## src/rtl/mips_mem_pkg.sv

```systemverilog
// Shared encodings and helpers for the MEM-stage access controller.
package mips_mem_pkg;

  localparam int unsigned TIMEOUT_DEF = 16;

  typedef enum logic [1:0] {
    SzByte = 2'b00,
    SzHalf = 2'b01,
    SzWord = 2'b10,
    SzIll  = 2'b11
  } size_e;

  typedef enum logic [1:0] {
    StIdle   = 2'b00,
    StAccess = 2'b01,
    StDone   = 2'b10,
    StErr    = 2'b11
  } state_e;

  // Both read and write set is treated like a bad address/size combination.
  function automatic logic is_misaligned(input logic [1:0] size, input logic [1:0] off,
                                         input logic rd, input logic wr);
    logic bad;
    unique case (size)
      SzByte:  bad = 1'b0;
      SzHalf:  bad = off[0];
      SzWord:  bad = (off != 2'b00);
      default: bad = 1'b1;
    endcase
    return bad | (rd & wr);
  endfunction

  function automatic logic [3:0] lane_be(input logic [1:0] size, input logic [1:0] off);
    unique case (size)
      SzByte:  return 4'b0001 << off;
      SzHalf:  return 4'b0011 << off;
      default: return 4'b1111;
    endcase
  endfunction

  function automatic logic [31:0] lane_wdata(input logic [1:0] size, input logic [31:0] wd);
    unique case (size)
      SzByte:  return {4{wd[7:0]}};
      SzHalf:  return {2{wd[15:0]}};
      default: return wd;
    endcase
  endfunction

endpackage

```

## src/rtl/Trunker.sv

```systemverilog
// Load truncation / sign-extension of a right-justified word.
module Trunker
  import mips_mem_pkg::*;
(
  input  logic [31:0] i_data,
  input  logic [1:0]  i_size,
  input  logic        i_sign,
  output logic [31:0] o_data
);

  always_comb begin
    o_data = i_data;
    unique case (i_size)
      SzByte:  o_data = {{24{i_sign & i_data[7]}}, i_data[7:0]};
      SzHalf:  o_data = {{16{i_sign & i_data[15]}}, i_data[15:0]};
      default: o_data = i_data;
    endcase
  end

endmodule

```

## src/rtl/mem_access_ctrl.sv

```systemverilog
// MEM-stage load/store controller: alignment check, lane mapping, ack wait with timeout.
module mem_access_ctrl
  import mips_mem_pkg::*;
#(
  parameter int unsigned P_TIMEOUT = TIMEOUT_DEF
) (
  input  logic        I_clk,
  input  logic        I_reset,
  input  logic        I_MAC_valid,
  input  logic        I_MAC_read,
  input  logic        I_MAC_write,
  input  logic [1:0]  I_MAC_size,
  input  logic        I_MAC_sign,
  input  logic [31:0] I_MAC_addr,
  input  logic [31:0] I_MAC_wdata,
  output logic        O_MAC_stall,
  output logic        O_MAC_done,
  output logic [31:0] O_MAC_rdata,
  output logic        O_MAC_misalign,
  output logic        O_MAC_buserr,
  output logic        O_MEM_req,
  output logic        O_MEM_we,
  output logic [31:0] O_MEM_addr,
  output logic [3:0]  O_MEM_be,
  output logic [31:0] O_MEM_wdata,
  input  logic        I_MEM_ack,
  input  logic [31:0] I_MEM_rdata
);

  localparam int unsigned CntW = $clog2(P_TIMEOUT + 1);

  state_e r_state, w_state_d;

  logic [31:0]     r_addr, r_wdata, r_rdata;
  logic [1:0]      r_size;
  logic [3:0]      r_be;
  logic            r_sign, r_we, r_err_mis;
  logic [CntW-1:0] r_cnt;

  logic        w_accept, w_misalign, w_timeout, w_ack;
  logic [31:0] w_shifted, w_ext;

  assign w_accept   = (r_state == StIdle) & I_MAC_valid & (I_MAC_read | I_MAC_write);
  assign w_misalign = is_misaligned(I_MAC_size, I_MAC_addr[1:0], I_MAC_read, I_MAC_write);
  assign w_ack      = (r_state == StAccess) & I_MEM_ack;
  assign w_timeout  = (r_cnt >= CntW'(P_TIMEOUT - 1));

  always_ff @(posedge I_clk or posedge I_reset) begin
    if (I_reset) r_state <= StIdle;
    else         r_state <= w_state_d;
  end

  always_comb begin
    w_state_d = r_state;
    unique case (r_state)
      StIdle:   if (w_accept) w_state_d = w_misalign ? StErr : StAccess;
      StAccess: begin
        // Ack wins over a timeout reached in the same cycle.
        if (I_MEM_ack)      w_state_d = StDone;
        else if (w_timeout) w_state_d = StErr;
      end
      default:  w_state_d = StIdle;
    endcase
  end

  always_ff @(posedge I_clk or posedge I_reset) begin
    if (I_reset) begin
      r_addr    <= '0;
      r_wdata   <= '0;
      r_size    <= '0;
      r_be      <= '0;
      r_sign    <= 1'b0;
      r_we      <= 1'b0;
      r_err_mis <= 1'b0;
    end else if (w_accept) begin
      r_addr    <= {I_MAC_addr[31:2], 2'b00};
      r_wdata   <= lane_wdata(I_MAC_size, I_MAC_wdata);
      r_size    <= I_MAC_size;
      r_be      <= lane_be(I_MAC_size, I_MAC_addr[1:0]);
      r_sign    <= I_MAC_sign;
      r_we      <= I_MAC_write;
      r_err_mis <= w_misalign;
    end else if ((r_state == StAccess) && !I_MEM_ack && w_timeout) begin
      r_err_mis <= 1'b0;
    end
  end

  // The low address bits are only needed for the read shift; keep them from the request.
  logic [1:0] r_off;
  always_ff @(posedge I_clk or posedge I_reset) begin
    if (I_reset)       r_off <= '0;
    else if (w_accept) r_off <= I_MAC_addr[1:0];
  end

  always_ff @(posedge I_clk or posedge I_reset) begin
    if (I_reset)                   r_cnt <= '0;
    else if (r_state != StAccess)  r_cnt <= '0;
    else if (r_cnt != CntW'(P_TIMEOUT)) r_cnt <= r_cnt + CntW'(1);
  end

  assign w_shifted = I_MEM_rdata >> {r_off, 3'b000};

  Trunker u_trunker (
    .i_data (w_shifted),
    .i_size (r_size),
    .i_sign (r_sign),
    .o_data (w_ext)
  );

  always_ff @(posedge I_clk or posedge I_reset) begin
    if (I_reset)             r_rdata <= '0;
    else if (w_ack && !r_we) r_rdata <= w_ext;
  end

  assign O_MAC_stall    = w_accept | (r_state == StAccess);
  assign O_MAC_done     = (r_state == StDone);
  assign O_MAC_rdata    = r_rdata;
  assign O_MAC_misalign = (r_state == StErr) & r_err_mis;
  assign O_MAC_buserr   = (r_state == StErr) & ~r_err_mis;
  assign O_MEM_req      = (r_state == StAccess);
  assign O_MEM_we       = (r_state == StAccess) & r_we;
  assign O_MEM_addr     = r_addr;
  assign O_MEM_be       = r_be;
  assign O_MEM_wdata    = r_wdata;

endmodule
```

## config.mk

```make
export PLATFORM = sky130hd
export DESIGN_NAME = mem_access_ctrl
export DESIGN_NICKNAME = d
export VERILOG_FILES = /design/src/rtl/mips_mem_pkg.sv /design/src/rtl/Trunker.sv /design/src/rtl/mem_access_ctrl.sv
export SDC_FILE = /design/constraint.sdc
export NUM_CORES = 1
export LEC_CHECK = 0
export CAP_MARGIN = 20
export CORE_ASPECT_RATIO = 0.9
export CORE_MARGIN = 2
export CORE_UTILIZATION = 40
export CTS_BUF_LIST = sky130_fd_sc_hd__clkbuf_2
export CTS_CLUSTER_DIAMETER = 40
export CTS_CLUSTER_SIZE = 12
export DETAILED_ROUTE_END_ITERATION = 16
export GPL_ROUTABILITY_DRIVEN = 0
export GPL_TIMING_DRIVEN = 1
export PLACE_DENSITY_LB_ADDON = 0.15
export REMOVE_ABC_BUFFERS = 1
export SLEW_MARGIN = 25
export SYNTH_ARGS = -nofsm -noshare
export SYNTH_HDL_FRONTEND = slang
export SYNTH_HIERARCHICAL = 1
export SYNTH_SLANG_ARGS = --single-unit
```

## constraint.sdc

```tcl
create_clock -name I_clk -period 4.33 [get_ports I_clk]
set_input_delay 0.866 -clock I_clk [delete_from_list [all_inputs] [get_ports I_clk]]
set_output_delay 0.866 -clock I_clk [all_outputs]
set_load 0.005 [all_outputs]
```

After elaboration in Yosys (flattened, before gate mapping):

Cells that the tools add are included.

* bits in registers: 112
* input port bits: 105

* add/sub/neg operators: 1
* order comparisons: 1
* equality and inequality tests: 10
* shifts and indexed selects: 3
* muxes and demuxes: 13
* bitwise operators: 13
* reduce and logical (&&, ||, !) cells: 12

Operators with widths (count)
* $pmux 32 s2: 2
* $shr 32x5->32: 1
* $mux 5: 2
* $and 1x1->1: 9
* $mux 2: 4
* $pmux 4 s2: 1
* $eq 2x1->1 const B: 3
* $eq 2x2->1 const B: 3
* $logic_not 2->1: 3
* $reduce_bool 2->1: 3
* $add 5x1->5 const B: 1
* $ge 5x4->1 const B: 1
* $ne 5x5->1 const B: 1
* $pmux 2 s2: 1
* $shl 1x2->4 const A: 1
* $shl 2x2->4 const A: 1
* $logic_and 1x1->1: 3
* $ne 3x1->1 const B: 1
* $or 1x1->1: 3
* $pmux 1 s3: 1
* $logic_not 1->1: 2
* $mux 1: 2
* $ne 2x1->1 const B: 1
* $ne 2x2->1 const B: 1
* other kinds (2): 2

Logic depth before layout (Yosys ltp):

* depth after elaboration: 6
* gate-level depth with buffers: 9

Hierarchy:

Netlist, hierarchy kept.

By module, submodules not included
* mem_access_ctrl: instances 1, cells an instance 430, area an instance 5373.9 um^2, seq. area each 2802.7 um^2
* Trunker: instances 1, cells an instance 66, area an instance 385.4 um^2, seq. area each 0.0 um^2

Worst setup path after synthesis:

OpenSTA, ideal clock, no wires.

* path type: input -> output
* start: input I_MAC_write
* end: output O_MAC_stall
* arrival time: 1536 ps
* data required time: 3464 ps
* path slack: 1928 ps
* stages: 3
* path through: o21ai_1 clkbuf_1 a21oi_1

* word-level cells in the longest chain between the ends: 3

Ends and longest elaborated chain
* start, declared: RTL line mem_access_ctrl.sv:11 `input logic I_MAC_write,`
* $or 1x1->1: RTL line mem_access_ctrl.sv:43 `assign w_accept = (r_state == StIdle) & I_MAC_valid & (I_MAC_read | I_MAC_write);`
* $and 1x1->1: RTL line mem_access_ctrl.sv:43
* $or 1x1->1: RTL line mem_access_ctrl.sv:115 `assign O_MAC_stall = w_accept | (r_state == StAccess);`
* end, declared: RTL line mem_access_ctrl.sv:16 `output logic O_MAC_stall,`

No other way between the ends.

Worst setup path in the final report:

Same ends and word-level chain as after synthesis.

==> impl_metrics.tcl <==
set metrics [dict create \
    status "complete, no violations" \
    portBuffers 208 \
    critPathBufInv 3 \
    seq_area_frac_synth_pct 48.7 \
    root_buffer "clkbuf_2" \
    dieArea_um2 15400 \
    yosys_warnings 6 \
    cp_cell_sequence "clkdlybuf4s50_1 -> o21ai_1 -> buf_4 -> a21oi_1 -> clkdlybuf4s50_1" \
    final_nets 786 \
    final-seq-area_um2 2800 \
    clock_path_buffers 2 \
    dpl_cell_area_um2 7900 \
    min_path_type "register to register" \
    r2r-start "r_off[1]" \
    synth_area_um2 5760 \
    dpl.hpwl_um 10300 \
    min_from "O_MAC_rdata[5]" \
    fin_area_um2 8060 \
    worst_slew_pin_slew_ns 0.808 \
    totalPowerFinal_mw 4.89 \
    crit_arrival_ns 2.31 \
    final_core_util_pct 57.3 \
    h-tree-depth 3 \
    wl_per_cell_um 16.6 \
    multi_input_area_um2 2660 \
    drtAntennaViolNets 0 \
    dieWidth_um 130 \
    crit_type "input port to primary output" \
    synthFlopType "dfrtp_1" \
    fin_skew_ns 0.0291 \
    worstSetupStartpointType "input port" \
    postSynthAreaPerCell_um2 11.6 \
    die_h_um 118 \
    grt_max_degree 60 \
    tns_ns 0 \
    ctsResizeCount 0 \
    synth-seq-cells 112 \
    drive_gt1_share_pct 18.4 \
    grt_pass1_vias 4415 \
    crit_path_end_kind "primary output" \
    cts_tree "done" \
    vias 4366 \
    grt_pass1_wl_um 23200 \
    synth_edf_count 0 \
    reg2reg_depth 7 \
    max_freq_mhz 315 \
    overflow 0 \
    antenna_found_initial 0 \
    clock-sinks 112 \
    grt.total_usage_pct 19.1 \
    via_per_inst 4.98 \
    slew_headroom_pct 46.1 \
    finalCritPeriodShare_pct 73.3 \
    max_cap_violations 0 \
    whs_ns 0.548 \
    cp_max_fo 18 \
    critPathRequiredTime_ns 3.46 \
    nFillCells 1219 \
    power_leakage_nw 3.48 \
    initialDrtViolationCount 184 \
    cts-buffers-inserted 9 \
    drt-total-wl_um 14600 \
    ios 211 \
    p_per_area_nw_per_um2 606 \
    diodes 0 \
    rows 41 \
    wl_met1_um 6670 \
    wl_met2_um 6660 \
    cp_slowest_stage_delay_ns 0.51 \
    first_pass_iters 5 \
    regToRegEndpoint "O_MAC_rdata[16]" \
    post-cts-setup-buffers 0 \
    holdBufCountCts 0 \
    rsz0062_at_grt "no" \
    ir_drop_mv 0.319 \
    critPathTopFamily "buffers and inverters" \
    fp.coreArea_um2 14100 \
    slowest_stage "clkdlybuf4s50_1" \
    cp_common_cell "clkdlybuf4s50_1" \
    synth_cell_types 43 \
    dr_wl_met3_um 1080 \
    route.detailed.drc 0 \
    syn_inst 496 \
    insertion_delay_ns 0.62 \
    setup_violations 0 \
    drv_slew 0 \
    start_util_pct 41.0 \
    synth-async-reset-ratio_pct 100 \
    reg2reg_slack_ns 1.69 \
    holdPathEnd "O_MAC_rdata[5]" \
    fin_crit_ns 3.17 \
    hold_viol_final 0 \
    path_clk_slew_ns 0.27 \
    top_layer "met4" \
    whs_path_depth 1 \
    syn2layout_area_growth_pct 40.0 \
]
==> Yosys cell counts (2+ instances only) <==
| cell | number | area, um2 |
|---|---|---|
| nand2_1 | 41 | 154 |
| o21ai_2 | 4 | 35.0 |
| a21oi_1 | 11 | 55.1 |
| buf_2 | 12 | 60.1 |
| inv_1 | 7 | 26.3 |
| mux2i_1 | 38 | 380 |
| buf_4 | 10 | 75.1 |
| ha_1 | 3 | 37.5 |
| nor2b_1 | 11 | 68.8 |
| dfrtp_1 | 112 | 2800 |
| mux2_4 | 32 | 480 |
| clkbuf_1 | 13 | 48.8 |
| o21ai_1 | 7 | 35.0 |
| nor2_1 | 16 | 60.1 |
| buf_1 | 3 | 11.3 |
| buf_6 | 8 | 90.1 |
| a211oi_1 | 9 | 67.6 |
| o21ai_0 | 62 | 310 |
| and2_1 | 9 | 56.3 |
| mux2_2 | 60 | 676 |
| nor3_1 | 3 | 15.0 |
| o21bai_1 | 2 | 15.0 |
| xnor2_1 | 2 | 17.5 |
| and3_1 | 2 | 12.5 |
==> cell usage in the layout, fill, tap and decap left out, types with 3 or more instances in the layout <==
cell type and count:
o21ai_2 4, nor3_1 3, o21ai_1 7, clkbuf_2 10, bufinv_16 3, mux2_4 32, clkdlybuf4s50_1 208, nand2_1 41
ha_1 3, o21ai_0 62, and2_1 9, inv_1 6, a211oi_1 9, buf_4 6, nor2_1 16, mux2i_1 38
mux2_2 60, dfrtp_1 112, nor2b_1 11, a21oi_1 11
==> power breakdown <==
part	internal (mW)	total, mW	switching, mW
Sequential	1.52	1.87	0.353
Clock	0.254	0.614	0.360
Combinational	1.52	2.40	0.881
Total	3.29	4.89	1.59
==> worst max-delay path by stage <==
stage | cells past startpoint | slack (ns) | start | to
floorplan | 1 | 0.50 | I_reset | O_MAC_rdata[0]
global placement | 5 | 1.16 | I_MAC_write | O_MAC_stall
detailed placement | 5 | 1.16 | I_MAC_write | O_MAC_stall
CTS | 4 | 1.13 | r_state[1] | O_MEM_we
global route | 4 | 1.03 | r_state[1] | O_MEM_we
finish | 5 | 1.16 | I_MAC_write | O_MAC_stall
==> cell type report <==
| type | instances | share of cell area (%) |
|---|---|---|
| timing repair buffer | 216 | 26.9 |
| sequential | 112 | 34.8 |
| clock inverter | 6 | 1.43 |
| multi-input combinational | 332 | 32.9 |
| clock buffer | 10 | 0.621 |
| inverter | 7 | 0.357 |
| tap | 193 | 3.00 |
==> routing by layer <==
metal / vias up / track usage [%]
met2: 141 / 29.9
met4: 0 / 4.12
met5: - / 0
met1: 2139 / 25.7
li1: 2076 / -
met3: 10 / 6.68
==> metrics by stage <==
step	instances	setup slack, ns
floorplan	451	0.505
global placement	860	1.16
detailed placement	860	1.16
CTS	876	1.13
global route	876	1.03
finish	876	1.16
==> cell families (layout without fill, tap and decap cells) <==
group | count (synthesis) | in the layout | synth area share [%]
and+or+nand+nor | 94 | 94 | 8.15
muxes | 131 | 131 | 27.1
DFF | 112 | 112 | 48.7
AOI/OAI and AO/OA | 99 | 99 | 9.54
xor gates and xnor gates | 3 | 3 | 0.456
other | 1 | 2 | 0.0651
adders and majority gates | 3 | 3 | 0.652
buffers and inverters | 53 | 239 | 5.41
==> state kept, by name, indices dropped and copies added, names as in the netlist <==
register	count
r_state	2
r_cnt	5
r_off	2
O_MEM_wdata	32
O_MAC_rdata	32
r_err_mis	1
O_MEM_be	4
r_we	1
r_sign	1
r_size	2
O_MEM_addr	30
Power figures use the tool's default switching activity.
